### config.mk
export PLATFORM = sky130hd
export DESIGN_NAME = counter_bank
export DESIGN_NICKNAME = d
export VERILOG_FILES = /design/src/rtl/counter_bank_pkg.sv /design/src/rtl/counter_lane.sv /design/src/rtl/counter_bank.sv
export SDC_FILE = /design/constraint.sdc
export NUM_CORES = 1
export LEC_CHECK = 0
export BUFFER_PORTS_ARGS = -buffer_cell sky130_fd_sc_hd__buf_4
export CELL_PAD_IN_SITES_DETAIL_PLACEMENT = 0
export CELL_PAD_IN_SITES_GLOBAL_PLACEMENT = 1
export CORE_MARGIN = 5
export CORE_UTILIZATION = 44
export CTS_CLUSTER_DIAMETER = 30
export CTS_CLUSTER_SIZE = 25
export DETAILED_ROUTE_END_ITERATION = 10
export HOLD_SLACK_MARGIN = 0.1
export PLACE_DENSITY = 0.89
export SLEW_MARGIN = 20
export SYNTH_ARGS = -nofsm -noshare
export SYNTH_HDL_FRONTEND = slang
export SYNTH_SLANG_ARGS = --single-unit
export TNS_END_PERCENT = 30
### constraint.sdc
create_clock -name clk -period 7.25 [get_ports clk]
set_input_delay 1.45 -clock clk [delete_from_list [all_inputs] [get_ports clk]]
set_output_delay 1.45 -clock clk [all_outputs]
set_load 0.01 [all_outputs]
### src/rtl/counter_bank_pkg.sv
// Shared types and helpers for the counter bank: arithmetic mode, packed-slice
// indexing and width-generic constant values.
package counter_bank_pkg;

  typedef enum logic {
    MODE_WRAP = 1'b0,
    MODE_SAT  = 1'b1
  } mode_e;

  function automatic mode_e mode_from_param(input int saturate);
    return (saturate != 0) ? MODE_SAT : MODE_WRAP;
  endfunction

  // Low bit of element idx in a vector of elements elem_w bits wide.
  function automatic int slice_lo(input int idx, input int elem_w);
    return idx * elem_w;
  endfunction

  // All-ones of the given width, valid up to 64 bits.
  function automatic logic [63:0] lp_max(input int width);
    return ~(64'hFFFF_FFFF_FFFF_FFFF << width);
  endfunction

  function automatic logic [63:0] lp_zero(input int width);
    return 64'd0 & lp_max(width);
  endfunction

endpackage

### src/rtl/counter_lane.sv
// One up/down counter channel with wrap/saturate arithmetic, limit compare
// and sticky overflow/underflow flags.
module counter_lane
  import counter_bank_pkg::*;
#(
  parameter int                   C_WIDTH    = 16,
  parameter int                   C_STEP_W   = 4,
  parameter logic [C_WIDTH-1:0]   C_INIT     = '0,
  parameter int                   C_SATURATE = 0
) (
  input  logic                clk,
  input  logic                rst,
  input  logic                clken,
  input  logic                load,
  input  logic                incr,
  input  logic                decr,
  input  logic [C_STEP_W-1:0] step,
  input  logic [C_WIDTH-1:0]  load_value,
  input  logic [C_WIDTH-1:0]  limit,
  input  logic                clr_sticky,
  output logic [C_WIDTH-1:0]  count,
  output logic                is_zero,
  output logic                at_limit,
  output logic                ovf,
  output logic                unf
);

  localparam mode_e              LP_MODE = mode_from_param(C_SATURATE);
  localparam logic [C_WIDTH-1:0] LP_MAX  = C_WIDTH'(lp_max(C_WIDTH));
  localparam logic [C_WIDTH-1:0] LP_ZERO = C_WIDTH'(lp_zero(C_WIDTH));

  logic [C_WIDTH-1:0] count_reg, count_next;
  logic               is_zero_reg, is_zero_next;
  logic               at_limit_reg, at_limit_next;
  logic               ovf_reg, ovf_next;
  logic               unf_reg, unf_next;

  logic [C_WIDTH:0]   step_ext;
  logic [C_WIDTH:0]   arith_ext;
  logic               ovf_set;
  logic               unf_set;

  assign step_ext = (C_WIDTH+1)'(step);

  // The extra MSB of arith_ext carries the carry (incr) or borrow (decr).
  always_comb begin
    count_next = count_reg;
    arith_ext  = '0;
    ovf_set    = 1'b0;
    unf_set    = 1'b0;
    if (load) begin
      count_next = load_value;
    end else if (incr && !decr) begin
      arith_ext = {1'b0, count_reg} + step_ext;
      ovf_set   = arith_ext[C_WIDTH];
      if (ovf_set && (LP_MODE == MODE_SAT)) begin
        count_next = LP_MAX;
      end else begin
        count_next = arith_ext[C_WIDTH-1:0];
      end
    end else if (decr && !incr) begin
      arith_ext = {1'b0, count_reg} - step_ext;
      unf_set   = arith_ext[C_WIDTH];
      if (unf_set && (LP_MODE == MODE_SAT)) begin
        count_next = LP_ZERO;
      end else begin
        count_next = arith_ext[C_WIDTH-1:0];
      end
    end
  end

  // Status is derived from the next count so it lands together with count.
  always_comb begin
    is_zero_next  = (count_next == LP_ZERO);
    at_limit_next = (count_next == limit);
    ovf_next      = ovf_set | (ovf_reg & ~clr_sticky);
    unf_next      = unf_set | (unf_reg & ~clr_sticky);
  end

  always_ff @(posedge clk) begin
    if (rst) begin
      count_reg    <= C_INIT;
      is_zero_reg  <= (C_INIT == LP_ZERO);
      at_limit_reg <= 1'b0;
      ovf_reg      <= 1'b0;
      unf_reg      <= 1'b0;
    end else if (clken) begin
      count_reg    <= count_next;
      is_zero_reg  <= is_zero_next;
      at_limit_reg <= at_limit_next;
      ovf_reg      <= ovf_next;
      unf_reg      <= unf_next;
    end
  end

  assign count    = count_reg;
  assign is_zero  = is_zero_reg;
  assign at_limit = at_limit_reg;
  assign ovf      = ovf_reg;
  assign unf      = unf_reg;

endmodule

### src/rtl/counter_bank.sv
// Bank of independent up/down counters sharing clock, reset, enable and limit.
// This level only slices the packed buses and reduces is_zero.
module counter_bank
  import counter_bank_pkg::*;
#(
  parameter int                 C_NUM_CH   = 4,
  parameter int                 C_WIDTH    = 16,
  parameter int                 C_STEP_W   = 4,
  parameter logic [C_WIDTH-1:0] C_INIT     = '0,
  parameter int                 C_SATURATE = 0
) (
  input  logic                         clk,
  input  logic                         rst,
  input  logic                         clken,
  input  logic [C_NUM_CH-1:0]          load,
  input  logic [C_NUM_CH-1:0]          incr,
  input  logic [C_NUM_CH-1:0]          decr,
  input  logic [C_NUM_CH*C_STEP_W-1:0] step,
  input  logic [C_NUM_CH*C_WIDTH-1:0]  load_value,
  input  logic [C_WIDTH-1:0]           limit,
  input  logic [C_NUM_CH-1:0]          clr_sticky,
  output logic [C_NUM_CH*C_WIDTH-1:0]  count,
  output logic [C_NUM_CH-1:0]          is_zero,
  output logic [C_NUM_CH-1:0]          at_limit,
  output logic [C_NUM_CH-1:0]          ovf,
  output logic [C_NUM_CH-1:0]          unf,
  output logic                         any_zero
);

  generate
    for (genvar gi = 0; gi < C_NUM_CH; gi++) begin : g_lane
      counter_lane #(
        .C_WIDTH    (C_WIDTH),
        .C_STEP_W   (C_STEP_W),
        .C_INIT     (C_INIT),
        .C_SATURATE (C_SATURATE)
      ) u_lane (
        .clk        (clk),
        .rst        (rst),
        .clken      (clken),
        .load       (load[gi]),
        .incr       (incr[gi]),
        .decr       (decr[gi]),
        .step       (step[slice_lo(gi, C_STEP_W) +: C_STEP_W]),
        .load_value (load_value[slice_lo(gi, C_WIDTH) +: C_WIDTH]),
        .limit      (limit),
        .clr_sticky (clr_sticky[gi]),
        .count      (count[slice_lo(gi, C_WIDTH) +: C_WIDTH]),
        .is_zero    (is_zero[gi]),
        .at_limit   (at_limit[gi]),
        .ovf        (ovf[gi]),
        .unf        (unf[gi])
      );
    end
  endgenerate

  assign any_zero = |is_zero;

endmodule

==> results, run 1 <==
- In this run, synthesis inferred 0 flip-flops with an integrated enable.
- The placeable core area is 21600 µm².
- The register with the most flip-flops in the layout has 64 of them.
- The number of global-route vias before repair came to 9776.
- Of the total synthesized cell area, the portion taken by full adders, half adders and majority gates is 6.38%.
- The critical path capture point type is a flop.
- The final weighted congestion of routability-driven global placement is 0.954.
- The flow ran to the end, and the final reports show no timing, DRC or antenna violations.
- The largest buffer count on any clock path is 2.
- In this run the register-to-register setup slack is 3.80 ns.
- The critical path data arrival time is 4.54 ns.
- The total routing usage reported by global routing is 27.7%.
- Measured along the x axis, the die boundary spans 157 µm.
- Across the run, the number of max-cap violations was 0.
- Summing the areas of all compound-gate instances in the mapped netlist gives 28.6% of the synthesized area.
- The worst hold path passes through 2 cells.
- In this run the critical register-to-register path is captured at g_lane[2].u_lane.is_zero.
- The critical path is of the in2reg type.
- Multiplexer cells account for 2.83% of the synthesized area.
- The sequential fraction of the synthesis area is 16.7%.
- CTS placed an instance of sky130_fd_sc_hd__clkbuf_16 at the clock tree root.
- The achievable frequency is 234 MHz.
- The H-tree was split into 3 levels.
- The number of gates given a new drive strength after cts is 0.
- The share of final-layout standard cells stronger than drive strength 1 is 18.1%.
- The post-detailed-route wirelength per cell is 21.1 µm.
- The largest driver fanout on the critical path is 9.
- After Yosys synthesis, XOR and XNOR cells account for 9.52% of the synthesized area.
- The analysis attributes to cell leakage a power of 4.60 nW.
- The detail route stage leaves a number of antenna-violating nets equal to 0.
- The setup violation total in the final timing report is 0.
- The pin count of the biggest net entering global routing is 81.
- The count of routing violations after the opening detailed-route iteration is 930.
- The via total after detailed routing is 10700.
- The mapped netlist covers 9570 µm².
- The number of antenna violations at the first check in global routing came to 0.
- The final routed wirelength across all metal layers is 35700 µm.
- The gate count of the mapped netlist is 1318.
- The simple logic cell fraction of the synthesized area is 28.4%.
- The global-route wire length before repair is 54700 µm.
- The final non-filler cell total is 1693.
- The vertical die dimension is 157 µm.
- Power spread over the standard cell area amounts to 147 nW/µm².
- In this run, CTS created clock tree buffers numbering 9.
- The final critical delay including setup and external delays is 4.27 ns.
- The clock insertion delay at the later pin of the skew report is 0.36 ns.
- The number of buffers inserted to repair setup after CTS is 0.
- The setup skew after layout is 0.0103 ns.
- The final-report max-slew violation count is 0.
- Counting tap cells, the placed design contains a total of 1677 instances.
- By area, the combinational part of the netlist is dominated by compound AO/OA/AOI/OAI gates.
- The type of origin of the critical path is an input pin.
- The CTS tree is done.
- During synthesis, Yosys emitted a total of 0 warnings.
- The worst flop-to-flop path startpoint is g_lane[2].u_lane.count[0].
- After clock tree synthesis, the clock-pin slew on the worst setup and hold paths is 0.07 ns.
- Setup repair after global routing left no endpoint under its margin.
- The number of hold violations in the final report is 0.
- The number of placement rows is 54.
- The required time of the critical path is 7.52 ns.
- For this run, the post-layout net count is 1567.
- For this run, the leading register cell type out of synthesis is sky130_fd_sc_hd__dfxtp_1.
- Detailed placement ended at an HPWL of 26500 µm.
- For this design, the CTS-stage hold fixing added 0 buffers.
- Using the TritonRoute via totals, the vias-per-cell ratio works out to 6.33.
- The final antenna diode count is 0.
- The final critical path takes up 58.8% of the cycle.
- The final total negative setup slack is 0 ns.
- Relative to the synthesized area, the layout overhead comes to 16.5%.
- The netlist uses 86 different library cells.
- The die area is 24800 µm².
- The async set or reset register ratio after synthesis is 0%.
- The highest ir drop seen on vdd is 0.0000919 V.
- Cells fill 51.6% of the core in the end.
- Measured against its own limit, the worst slew margin works out to 36.2%.
- The number of sinks handled by clock tree synthesis is 80.
- Across all setup checks in the final design, the least slack found is 2.98 ns.
- The placement-stage worst setup slack is 2.75 ns.
- The worst register-to-register path has a depth of 10.
- For this configuration, the core starts out at a cell density of 44.2%.
- In this run the most critical hold path is launched from g_lane[2].u_lane.unf.
- The number of input and output port buffers inserted is 195.
- A synthesized cell averages 7.26 µm².
- For hold timing, the worst endpoint is g_lane[2].u_lane.unf.
- Summed over all layers, the global routing overflow is 0.
- After synthesis the netlist holds a flip-flop and latch count of 80.
- The worst hold-check path type is reg2reg.
- For the pin with the worst max-slew slack, the measured transition is 0.958 ns.
- The number of detailed-routing iterations run before antenna repair is 5.
- The DRC violations left is 0.
- The number of nets in the synthesized netlist is 1477.
- The worst hold margin is 0.457 ns.
- The number of I/O pins is 196.
[through the flow]
step	total power, W	area, µm²
after floorplan	0.000968	9570
after global placement	0.00119	10900
after detailed placement	0.00119	10900
after CTS	0.00164	11100
after global routing	0.00173	11100
final	0.00164	11100
[critical path, stage by stage]
cell and delay (ns):
sky130_fd_sc_hd__buf_4 0.09, sky130_fd_sc_hd__inv_1 0.04, sky130_fd_sc_hd__ha_1 0.42, sky130_fd_sc_hd__inv_1 0.17, sky130_fd_sc_hd__a2bb2oi_1 0.68, sky130_fd_sc_hd__a2111oi_0 0.23
sky130_fd_sc_hd__a311oi_1 0.54, sky130_fd_sc_hd__nand3_1 0.16, sky130_fd_sc_hd__nor4b_1 0.35, sky130_fd_sc_hd__o211ai_1 0.18, sky130_fd_sc_hd__o31ai_1 0.23
[where the power goes]
group          internal, W  total, W  switching [W]  leakage [nW]
Combinational     0.000289  0.000664       0.000375          3.81
Sequential        0.000467  0.000531      0.0000647         0.659
Clock             0.000231  0.000447       0.000216         0.132
[layout by cell type, fill, tap and decap left out, types with 36 or more instances in the layout]
master                     instances
sky130_fd_sc_hd__nand2_1          78
sky130_fd_sc_hd__ha_1             36
sky130_fd_sc_hd__xnor2_1          59
sky130_fd_sc_hd__nor2_1          156
sky130_fd_sc_hd__xor2_1           45
sky130_fd_sc_hd__nor3_1           43
sky130_fd_sc_hd__a21oi_1          55
sky130_fd_sc_hd__dfxtp_1          80
sky130_fd_sc_hd__inv_1            53
sky130_fd_sc_hd__a211oi_1         49
sky130_fd_sc_hd__o21ai_0          52
sky130_fd_sc_hd__buf_4           197
[synth_stat cells, types with 9 or more instances]
| cell | n | area share, % |
|---|---|---|
| sky130_fd_sc_hd__o221ai_1 | 10 | 0.92 |
| sky130_fd_sc_hd__nand2b_1 | 23 | 1.5 |
| sky130_fd_sc_hd__and3_1 | 20 | 1.3 |
| sky130_fd_sc_hd__nor3_1 | 43 | 2.2 |
| sky130_fd_sc_hd__a31oi_1 | 10 | 0.65 |
| sky130_fd_sc_hd__or2_2 | 15 | 0.98 |
| sky130_fd_sc_hd__nor4_1 | 20 | 1.3 |
| sky130_fd_sc_hd__inv_1 | 53 | 2.1 |
| sky130_fd_sc_hd__a21o_1 | 13 | 1.0 |
| sky130_fd_sc_hd__nor2b_1 | 17 | 1.1 |
| sky130_fd_sc_hd__o22ai_1 | 9 | 0.59 |
| sky130_fd_sc_hd__a22oi_1 | 16 | 1.3 |
| sky130_fd_sc_hd__o2111ai_1 | 10 | 0.92 |
| sky130_fd_sc_hd__o21ai_0 | 52 | 2.7 |
| sky130_fd_sc_hd__nor2_1 | 156 | 6.1 |
| sky130_fd_sc_hd__nand3_1 | 31 | 1.6 |
| sky130_fd_sc_hd__a221oi_1 | 9 | 0.82 |
| sky130_fd_sc_hd__and2_1 | 10 | 0.65 |
| sky130_fd_sc_hd__dfxtp_1 | 80 | 17 |
| sky130_fd_sc_hd__ha_1 | 36 | 4.7 |
| sky130_fd_sc_hd__xor2_1 | 45 | 4.1 |
| sky130_fd_sc_hd__o31ai_1 | 12 | 0.94 |
| sky130_fd_sc_hd__o211ai_1 | 12 | 0.94 |
| sky130_fd_sc_hd__or4_1 | 12 | 0.94 |
| sky130_fd_sc_hd__buf_4 | 16 | 1.3 |
| sky130_fd_sc_hd__a21oi_1 | 55 | 2.9 |
| sky130_fd_sc_hd__a2111oi_0 | 11 | 1.0 |
| sky130_fd_sc_hd__xnor2_1 | 59 | 5.4 |
| sky130_fd_sc_hd__a211oi_1 | 49 | 3.8 |
| sky130_fd_sc_hd__nand2_1 | 78 | 3.1 |
| sky130_fd_sc_hd__or3_1 | 21 | 1.4 |
| sky130_fd_sc_hd__a22o_1 | 10 | 0.92 |
| sky130_fd_sc_hd__mux2i_1 | 18 | 1.9 |
| sky130_fd_sc_hd__nand4_1 | 20 | 1.3 |
| sky130_fd_sc_hd__clkbuf_1 | 93 | 3.6 |
[final cells by class]
cell class	count	area (µm²)
flip-flops and latches	80	1600
multi-input cells	1066	7250
clock buffers	10	229
fillers	2182	10500
inverters	54	203
repair buffers	197	1480
clock inverters	6	36.3
well taps	280	350
[per-layer routing]
metal	vias to the layer above	wire length (µm)	share of wire, %	GRT usage, %
met5	-	0	0	0
met4	0	973	2.7	8.97
met3	68	2950	8.3	4.56
met2	504	16200	45	44.3
met1	5063	15500	44	38.0
li1	5077	-	-	-
[worst max path at each step]
stage          startpoint                        to  cells after the start
2_1_floorplan    step[15]  g_lane[3].u_lane.is_zero                     11
3_3_place_gp     step[11]  g_lane[2].u_lane.is_zero                     11
3_5_place_dp     step[11]  g_lane[2].u_lane.is_zero                     11
4_1_cts          step[11]  g_lane[2].u_lane.is_zero                     11
5_1_grt          step[11]  g_lane[2].u_lane.is_zero                     11
6_report         step[11]  g_lane[2].u_lane.is_zero                     11
[cell families (layout without fill, tap and decap cells)]
kind of cell             after synthesis  in the layout
AND/OR/NAND/NOR                      518            518
AO/OA/AOI/OAI                        374            374
buffers and inverters                172            267
XOR/XNOR                             104            104
flip-flops                            80             80
adder cells (fa/ha/maj)               44             44
multiplexers                          26             26
No activity file was read; power rests on OpenSTA's default activity.
==> run 2, diff against run 1 <==
CORE_UTILIZATION = 37   (was 44)
PLACE_DENSITY = 0.8   (was 0.89)
clock period = 3.7 ns   (was 7.25 ns; I/O delays follow)
==> run 2 against run 1 <==
Routed wire length grew 7.0%. Power grew 110%. Clock skew shrank 0.0022 ns. Clock power grew 120%. Largest cell class unchanged. First-iteration DRC count shrank 2.9%. Critical endpoint is now g_lane[3].u_lane.is_zero. Critical path depth is the same. Sequential share of layout area shrank 0.58 points.
==> results, run 2 (synthesis gave the netlist of run 1 again) <==
- The number of H-tree branching levels is 3.
- Once detail routing completed, the nets flagged for antenna violations numbered 0.
- IR analysis of the VDD net gives a maximum drop of 0.000238 V.
- The setup skew after layout is 0.00815 ns.
- For the worst setup path, the data required time is 3.95 ns.
- The via density per instance is 6.08.
- The number of hold violations in the final report is 0.
- Measured along the x axis, the die boundary spans 171 µm.
- Of all nets on the critical path, the largest fanout is 7.
- In this run the vertical extent of the chip is 171 µm.
- The placeable core area is 25300 µm².
- The first global-routing pass estimated 58700 µm of wire.
- The final total negative setup slack is 0 ns.
- The floorplan has 58 rows.
- The setup violation total in the final timing report is 0.
- The number of clock buffers inserted by TritonCTS is 9.
- The worst hold-check path type is reg2reg.
- The worst-margin pin slew is 0.886 ns.
- The run finished with clean final reports.
- The share of the clock period used by the worst path after layout is 89.3%.
- The library cell used most frequently in the layout, excluding fill and tap cells, is sky130_fd_sc_hd__buf_4.
- The number of antenna violations at the first check in global routing is 0.
- After clock tree synthesis, the setup repair step added 0 buffers.
- Once the floorplan was initialized, standard cells occupied 37.8% of the core.
- The leakage power is 4.85 nW.
- The post-route netlist has 20.9% of its cells at a drive strength greater than 1.
- The number of sinks handled by clock tree synthesis is 80.
- Leaving out fill and tap cells, the most frequent cells in the layout are 245 x sky130_fd_sc_hd__buf_4, 156 x sky130_fd_sc_hd__nor2_1, 80 x sky130_fd_sc_hd__dfxtp_1, 78 x sky130_fd_sc_hd__nand2_1, 59 x sky130_fd_sc_hd__xnor2_1.
- Relative to the synthesized area, the layout overhead comes to 21.4%.
- 196 I/O pins were placed.
- The number of gates given a new drive strength after cts is 0.
- Global routing consumed, over all layers together, 25.3% of the routing resources.
- With fillers left out, the area of the finished cells amounts to 11600 µm².
- The via total after detailed routing is 10900.
- The tree is rooted in a sky130_fd_sc_hd__clkbuf_16.
- Setup repair after global routing left no endpoint under its margin.
- The number of detailed-routing iterations run before antenna repair is 5.
- The number of hold buffers added after cts is 0.
- The post-detailed-route wirelength per cell is 21.3 µm.
- The placement-stage worst setup slack is 0.0870 ns.
- In this run the deepest clock path goes through 2 buffers.
- For the worst-skew pair, the clock arrives at the later sink with an insertion delay of 0.35 ns.
- STA classifies the critical path startpoint as an input pin.
- STA classifies the critical path endpoint as a flop.
- Subtracting the final worst setup slack from the clock period gives 3.31 ns.
- For this run, design rule violations remaining after detail routing come to 0.
- The worst path meets setup with 0.394 ns of slack.
- The filler cells instantiated in the layout total 2644.
- After clock tree synthesis, the clock-pin slew on the worst setup and hold paths is 0.07 ns.
- The HPWL after detailed placement is 29100 µm.
- TritonCTS built the clock tree.
- The number of global-route vias before repair is 10300.
- The final routed wirelength across all metal layers is 38200 µm.
- The number of flip-flops in the largest register is 64.
- The detailed router finished its first iteration with 903 violations.
- The critical path class is in2reg.
- The count of buffers added on input and output ports is 195.
- The standard cell area after detailed placement is 11300 µm².
- The number of violations of the max-capacitance limit is 0.
- The final-report max-slew violation count came to 0.
- Routability-driven placement finished with a final weighted congestion of 0.948.
- The die area is 29200 µm².
- The critical path data arrival time is 3.55 ns.
- The final antenna diode count is 0.
- Entering global routing, the biggest net connects 74 pins.
- The achievable frequency is 303 MHz.
- The number of nets in the layout is 1615.
- The overall overflow remaining after global route is 0.
- In this run the tightest slew margin relative to its limit is 40.9%.
- The power per cell area is 292 nW/µm².
[run 2: layer usage]
layer | track usage (%) | share of wire, %
met4 | 9.48 | 3.5
met2 | 39.5 | 44
met3 | 4.30 | 8.0
met1 | 35.1 | 44
met5 | 0 | 0
[run 2: layout make-up]
| class | instances | area (µm²) | share of cell area [%] |
|---|---|---|---|
| multi-input cells | 1066 | 7250 | 62.4 |
| repair buffers | 245 | 1840 | 15.8 |
| clock buffers | 11 | 253 | 2.18 |
| inverters | 54 | 203 | 1.75 |
| well taps | 330 | 413 | 3.56 |
| clock inverters | 5 | 55.1 | 0.474 |
| flip-flops and latches | 80 | 1600 | 13.8 |
[run 2: critical path: stages]
cell and delay (ns):
sky130_fd_sc_hd__buf_4 0.09, sky130_fd_sc_hd__inv_1 0.03, sky130_fd_sc_hd__ha_1 0.21, sky130_fd_sc_hd__or4b_4 0.54, sky130_fd_sc_hd__or2_0 0.40, sky130_fd_sc_hd__or4_4 0.54, sky130_fd_sc_hd__and4_4 0.21, sky130_fd_sc_hd__a221oi_2 0.21
sky130_fd_sc_hd__and4b_1 0.22, sky130_fd_sc_hd__o21ai_1 0.07, sky130_fd_sc_hd__o41ai_2 0.28
[run 2: final timing paths]
kind,end,cells after the start,slack (ns),start
worst max register to register,g_lane[3].u_lane.is_zero,9,0.52,g_lane[3].u_lane.count[3]
worst min-delay path,g_lane[2].u_lane.unf,2,0.46,g_lane[2].u_lane.unf
worst min register to register,g_lane[2].u_lane.unf,2,0.46,g_lane[2].u_lane.unf
worst max-delay path,g_lane[3].u_lane.is_zero,11,0.39,step[15]
[run 2: per-stage QoR]
stage                     power (W)  hold WS (ns)  cells  utilization, %
after floorplan             0.00190         0.426   1318               -
after global placement      0.00240         0.445   1775            44.6
after detailed placement    0.00242         0.449   1775            44.6
after CTS                   0.00340         0.459   1791            45.9
after global routing        0.00359         0.481   1791            45.9
final                       0.00339         0.457   1791            45.9
[run 2: power by group]
group          switching [W]  total, W  internal, W
sequential          0.000111   0.00103     0.000914
clock               0.000414  0.000973     0.000559
combinational       0.000779   0.00139     0.000614
total                0.00130   0.00339      0.00209
